[config.mk]
export PLATFORM = sky130hd
export DESIGN_NAME = dmem_port_arbiter
export DESIGN_NICKNAME = d
export VERILOG_FILES = /design/src/rtl/dmem_port_arbiter.sv
export SDC_FILE = /design/constraint.sdc
export NUM_CORES = 1
export LEC_CHECK = 0
export BUFFER_PORTS_ARGS = -buffer_cell sky130_fd_sc_hd__buf_4
export CORE_MARGIN = 4
export CORE_UTILIZATION = 40
export CTS_CLUSTER_SIZE = 24
export DETAILED_ROUTE_END_ITERATION = 8
export GPL_ROUTABILITY_DRIVEN = 1
export HOLD_SLACK_MARGIN = 0.12
export MAX_ROUTING_LAYER = met4
export PLACE_DENSITY = 0.7
export SETUP_SLACK_MARGIN = 0.02
export SLEW_MARGIN = 20
export SYNTH_ARGS = -nofsm -noshare
export SYNTH_HDL_FRONTEND = slang
export SYNTH_SLANG_ARGS = --single-unit
[constraint.sdc]
create_clock -name clk -period 2 [get_ports clk]
set_clock_uncertainty 0.15 [all_clocks]
set_input_delay 0 -clock clk [delete_from_list [all_inputs] [get_ports clk]]
set_output_delay 0 -clock clk [all_outputs]
set_load 0.01 [all_outputs]
[src/rtl/dmem_port_arbiter.sv]
// Two-port arbiter in front of the single-port 256x16 data memory: CPU (MEM stage) vs debug/loader.
// One transaction at a time: grant in IDLE, one WR cycle or READ_WAIT RD cycles, then a DONE ack cycle.
module dmem_port_arbiter #(
  parameter int READ_WAIT    = 5,
  parameter int STARVE_LIMIT = 4
) (
  input  logic        clk,
  input  logic        rst_n,
  input  logic        hlt,
  input  logic        cpu_req,
  input  logic        cpu_we,
  input  logic [7:0]  cpu_addr,
  input  logic [15:0] cpu_wdata,
  output logic        cpu_ack,
  input  logic        dbg_req,
  input  logic        dbg_we,
  input  logic [7:0]  dbg_addr,
  input  logic [15:0] dbg_wdata,
  output logic        dbg_ack,
  output logic [15:0] rd_data,
  output logic [7:0]  mem_addr,
  output logic [15:0] mem_wdata,
  output logic        mem_w_en,
  input  logic [15:0] mem_rdata,
  output logic        busy
);

  // Handshake: a requester raises req with we/addr/wdata stable and holds it until its ack,
  // which is a single-cycle pulse in DONE; req may drop or change at the edge closing that cycle.
  localparam logic [1:0] S_IDLE = 2'd0;
  localparam logic [1:0] S_WR   = 2'd1;
  localparam logic [1:0] S_RD   = 2'd2;
  localparam logic [1:0] S_DONE = 2'd3;

  localparam int RW_W = (READ_WAIT > 1) ? $clog2(READ_WAIT) : 1;
  localparam int SC_W = $clog2(STARVE_LIMIT + 1);
  localparam logic [RW_W-1:0] RD_LOAD    = RW_W'(READ_WAIT - 1);
  localparam logic [SC_W-1:0] STARVE_MAX = SC_W'(STARVE_LIMIT);

  logic [1:0]      state;
  logic            owner_dbg;
  logic [RW_W-1:0] rd_cnt;
  logic [SC_W-1:0] starve;

  logic        cpu_elig;
  logic        grant_dbg;
  logic        grant_any;
  logic        sel_we;
  logic [7:0]  sel_addr;
  logic [15:0] sel_wdata;

  // DBG wins when the CPU cannot, or when the CPU has had STARVE_LIMIT grants in a row over it.
  assign cpu_elig  = cpu_req & ~hlt;
  assign grant_dbg = dbg_req & (~cpu_elig | (starve == STARVE_MAX));
  assign grant_any = grant_dbg | cpu_elig;
  assign sel_we    = grant_dbg ? dbg_we    : cpu_we;
  assign sel_addr  = grant_dbg ? dbg_addr  : cpu_addr;
  assign sel_wdata = grant_dbg ? dbg_wdata : cpu_wdata;

  always_ff @(posedge clk or negedge rst_n) begin
    if (!rst_n) begin
      state     <= S_IDLE;
      owner_dbg <= 1'b0;
      rd_cnt    <= '0;
      starve    <= '0;
      mem_addr  <= '0;
      mem_wdata <= '0;
      rd_data   <= '0;
    end else begin
      case (state)
        S_IDLE: begin
          if (grant_any) begin
            owner_dbg <= grant_dbg;
            mem_addr  <= sel_addr;
            mem_wdata <= sel_wdata;
            rd_cnt    <= RD_LOAD;
            state     <= sel_we ? S_WR : S_RD;
          end
          if (grant_dbg || !dbg_req) begin
            starve <= '0;
          end else if (grant_any && (starve != STARVE_MAX)) begin
            starve <= starve + 1'b1;
          end
        end
        S_WR: begin
          state <= S_DONE;
        end
        S_RD: begin
          // mem_addr has been stable for READ_WAIT cycles at the edge where rd_cnt is zero.
          if (rd_cnt == '0) begin
            rd_data <= mem_rdata;
            state   <= S_DONE;
          end else begin
            rd_cnt <= rd_cnt - 1'b1;
          end
        end
        default: begin
          state <= S_IDLE;
        end
      endcase
    end
  end

  // Decoded from state so that an asynchronous reset drops them without waiting for an edge.
  assign busy     = (state != S_IDLE);
  assign mem_w_en = (state == S_WR);
  assign cpu_ack  = (state == S_DONE) && !owner_dbg;
  assign dbg_ack  = (state == S_DONE) &&  owner_dbg;

endmodule

After elaboration in Yosys (flattened, before gate mapping)
Cells that the tools add are included.
{ "op_classes": {"addsub": 2, "mul": 0, "div": 0, "magnitude_cmp": 0, "n_eq_ne": 8, "shift": 0, "n_mux": 12, "n_bitwise": 6, "n_reduce_logical": 16} }
{ "ops": {"columns": ["op", "n"], "rows": [
  ["16-bit 2-to-1 mux", 1],
  ["3-bit 2-to-1 mux", 4],
  ["8-bit 2-to-1 mux", 1],
  ["2-bit AND reduction", 4],
  ["2-bit 2-to-1 mux", 3],
  ["2-bit inequality test (second input constant)", 3],
  ["2-bit case mux with 3 select lines", 1],
  ["3-bit case mux with 2 select lines", 1],
  ["2-bit nonzero test", 3],
  ["2-bit == test (second input constant)", 2],
  ["3-bit by 1-bit adder with 3-bit output (second input constant)", 1],
  ["3-bit == test (second input constant)", 1],
  ["1-bit logical AND", 3],
  ["3-bit logical NOT", 1],
  ["3-bit inequality test (second input constant)", 1],
  ["3-bit AND reduction", 1],
  ["3-bit by 1-bit subtractor with 3-bit output (second input constant)", 1],
  ["1-bit bitwise AND", 2],
  ["2-bit by 1-bit == test with 1-bit output (second input constant)", 1],
  ["1-bit logical NOT", 2],
  ["2-bit logical NOT", 1],
  ["1-bit NOT", 2],
  ["1-bit bitwise OR", 2],
  ["1-bit logical OR", 1],
  ["1-bit 2-to-1 mux", 1]
]} }
{ "word_totals": {"ff_bits": 49, "latchBits": 0, "mem_bits_rw": 0, "romBits": 0, "inputBits": 71, "out_inout_bits": 44, "word_cells": 51, "memories": 0} }

Logic depth before layout (Yosys ltp)
{ "logic_depth": {"ltp_word": 9, "depth_mapped": 8, "depth_no_buf": 6} }

Least setup slack after synthesis
OpenSTA, ideal clock, no wires.
{ "synth_path": {"path_type": "register -> register", "start": "register rd_cnt[0]", "end": "register rd_data[10]", "setup_ns": 0.125, "t_arrival_ns": 1.488, "required_time_ns": 1.725, "setup_slack_ns": 0.237, "path_stages_with_launch": 8, "path_buffers": 2, "synth_period_minus_slack_ns": 1.763, "path_cell_list": "dfrtp_1 -> inv_1 -> ha_1 -> nor2b_1 -> and2_1 -> buf_6 -> buf_6 -> mux2_4"} }
{ "synth_between": {"elab_chain_len": 2} }
{ "synth_rtl": {"columns": ["item", "line_no", "text"], "rows": [
  ["start: declaration", "42", "logic [RW_W-1:0] rd_cnt;"],
  ["start signal: assignment", "94", "rd_cnt <= rd_cnt - 1'b1;"],
  ["3-bit logical NOT", "90", "if (rd_cnt == '0) begin"],
  ["2-bit AND reduction (no source line)", null, null],
  ["end signal: assignment", "91", "rd_data <= mem_rdata;"],
  ["end: declaration", "20", "output logic [15:0] rd_data,"]
]} }
Every way passes these cells.
A chain may end at the register's enable or synchronous reset.

Worst setup path after layout
{ "layout_path": {"start": "register starve[0]", "end": "register mem_wdata[3]"} }
{ "layout_between": {"elab_chain_len": 5, "word_cells_on_any_way": 6, "classes_between": "eq/ne (1); mux (1); bitwise (3); reduce/logical (1)"} }
{ "layout_rtl": {"columns": ["item", "line_no", "text"], "rows": [
  ["start: declaration", "43", "logic [SC_W-1:0] starve;"],
  ["start signal: assignment", "82", "starve <= starve + 1'b1;"],
  ["3-bit == test *", "54", "assign grant_dbg = dbg_req & (~cpu_elig | (starve == STARVE_MAX));"],
  ["1-bit bitwise OR *", "54", null],
  ["1-bit bitwise AND *", "54", null],
  ["1-bit bitwise OR", "55", "assign grant_any = grant_dbg | cpu_elig;"],
  ["2-bit AND reduction (no source line)", null, null],
  ["end signal: assignment", "75", "mem_wdata <= sel_wdata;"],
  ["end: declaration", "22", "output logic [15:0] mem_wdata,"]
]} }
Mark *: on every way between the ends. The rest lies on a longest branch, timed or not.

==> reports/summary.txt <==
# diodes - 0
WHS - 0.118 ns
Crit path cell chain - inv_1, ha_1, and2_4, o21ai_4, buf_12, mux2i_1, o21ai_1
Most frequent cells in the layout - 118 x buf_4, 71 x dlygate4sd3_1, 49 x dfrtp_1
Most used DFF post-synth - dfrtp_1
GP Congestion - 0.730
Crit path max-delay cell type - dfrtp_1
TNS Setup - 0 ns
Worst slew pin tran - 0.618 ns
Unrepaired setup endpoints after global routing - false
Port bufs - 114
CTS H-tree depth - 2
Post-DR vias/cell - 4.74
Vias in the first global route - 2494
DR iter-0 viols - 70
TritonCTS clock tree - done
First-pass GRT wire length - 12200 um
Tot GR Track Use - 21.2%
Slew Viols, Final - 0
CP Launch Type - flop
Async S/R FF share, synth - 100%
Headroom to the max-slew limit - 58.8%
Final ANT Viol Nets - 0
Static leakage - 2.11 nW
Reg2reg end - mem_wdata[3]
Avg WL per Cell - 15.8 um
# DRC - 0
Run status - finished clean
Grt total ovfl - 0
Final Setup Violations - 0
Ratio of cells with drive above 1 in the final layout - 38.0%
Worst R2R Path Depth - 7
EDFF count, synth - 0
Commonest non-fill, non-tap cell in the layout - buf_4
VDD IR-drop max - 0.613 mV
Post-route clock period utilization - 91.4%
Root Buffer - clkbuf_8
Largest net degree at the start of global routing - 50
CP max FO - 21
WP data required - 2.04 ns
I/O Pins - 115
Worst skew pair latency - 0.29 ns
Max Clk Rate - 547 MHz
Core box area - 0.00596 mm^2
# rows - 28
Clk pin slew, worst setup/hold paths - 0.09 ns
CTS Buf Count - 5
Final count of hold timing violations - 0
Top cells by area, synth - dfrtp_1 50%, mux2i_1 11%, mux2_4 6.1%, ha_1 4.6%, nand2_1 4.3%
Clock sink count - 49
Max stage delay on crit path - 0.35 ns
Die height - 86.5 um
Count of max-cap constraint violations - 0
Cell variety after synth - 33
Hold crit path type - input port to async pin
Part of the Yosys area used for sequential elements - 49.8%
Die width - 86.5 um
CP Depth - 7
Cell area after synthesis - 0.00246 mm^2
Critical path class - flop to flop
Layout area overhead - 71.7%
Detailed placement HPWL - 4600 um
Post-CTS setup buffers - 0
Top cell type's share of synthesized area - 49.8%
#FFs+latches synth - 49
Setup crit end kind - flop
Synthesis warning total - 0
Synthesized Nets - 293
Family with the most delay on the worst path - flip-flops
Final min period - 1.83 ns
R2r startpoint - starve[0]
Top cell type by total area after synthesis - dfrtp_1
Mean Syn Cell Area - 11.6 um^2
Initial core utilization - 41.3%
1st-pass router iterations - 4
Via count - 2250
Routed WL - 7520 um
Antenna violations before repair - 0
R2R Setup Slk - 0.17 ns
WP buf/inv - 2
Die ar. - 0.00748 mm^2
Worst EP arrival - 1.87 ns
Max clock buf depth - 2
Syn Inst Count - 213
Pwr/cell area - 1150 mW/mm^2
Final-stage net count - 479
## through the flow
step	setup WS, ns	area [um^2]	power (mW)	utilization, %	instances
3_5_place_dp	0.167	3390	4.00	57.0	396
3_3_place_gp	0.213	3390	3.92	57.0	396
5_1_grt	0.0243	4230	5.22	71.0	475
2_1_floorplan	0.237	2460	2.92	-	213
6_report	0.172	4230	4.87	71.0	475
4_1_cts	0.112	4230	4.86	70.9	475
## state kept, by name, summed over array words and instances (netlist names)
signal	count
mem_wdata	16
mem_addr	8
rd_data	16
owner_dbg	1
rd_cnt	3
state	2
starve	3
## report_power, final
part           internal, mW  leakage, nW  switching (mW)
Sequential             1.45        0.610           0.290
Combinational          1.29         1.44            1.11
Clock                 0.407       0.0574           0.327
Total                  3.14         2.11            1.73
## how the worst max path moves through the flow
stage	from	end	slack, ns
after floorplan	rd_cnt[0]	rd_data[10]	0.24
after global placement	starve[0]	mem_wdata[3]	0.21
after detailed placement	state[0]	state[0]	0.17
after CTS	state[0]	starve[2]	0.11
after global routing	state[1]	starve[2]	0.02
final	starve[0]	mem_wdata[3]	0.17
## synth_stat cells (2+ instances only)
master / count
o211ai_1: 3
dfrtp_1: 49
nor3_1: 2
nor2b_1: 2
o21ai_0: 13
o221ai_1: 2
mux2_4: 10
nand3b_1: 3
nand2b_1: 2
o21ai_2: 2
buf_6: 3
buf_12: 2
inv_1: 7
and2_1: 2
buf_4: 4
buf_2: 3
nand2_1: 28
nor2_1: 3
mux2i_1: 26
ha_1: 9
mux2_2: 7
nand3_1: 2
o21ai_1: 19
## kinds of logic (layout without fill, tap and decap cells)
logic type                 Yosys count  after routing  share of synthesized area, %
AOI/OAI and AO/OA                   44             44                          10.6
adders and majority gates            9              9                          4.57
buffers and inverters               21            208                          6.20
DFF                                 49             49                          49.8
muxes                               43             43                          19.9
and+or+nand+nor                     47             47                          8.99
## timing repair
action / in CTS / in global routing
hold buffers: 71 / 0
gates resized for setup: 0 / 1
setup endpoints to repair: 0 / 1
endpoints found under the hold margin: 98 / 0
## worst reg2reg max path: stages (launching register included)
cell and delay (ns):
dfrtp_1 0.35, inv_1 0.06, ha_1 0.21, and2_4 0.17
o21ai_4 0.22, buf_12 0.23, mux2i_1 0.25, o21ai_1 0.08
## routing by layer
layer  up-vias  global-route usage [%]  part of all wire (%)
met5         -                       -                     0
met4         0                    5.10                   1.3
met3         8                    4.18                   6.1
met2        87                    36.9                    52
met1      1038                    25.4                    41
li1       1117                       -                     -
## cell type report
class / instances / area [um^2]
Multi-Input combinational cell: 143 / 1100
Sequential cell: 49 / 1230
Timing Repair Buffer: 192 / 1660
Fill cell: 417 / 1730
Clock inverter: 2 / 37.5
Clock buffer: 6 / 82.6
Inverter: 8 / 30.0
Tap cell: 75 / 93.8
Power figures use the tool's default switching activity.
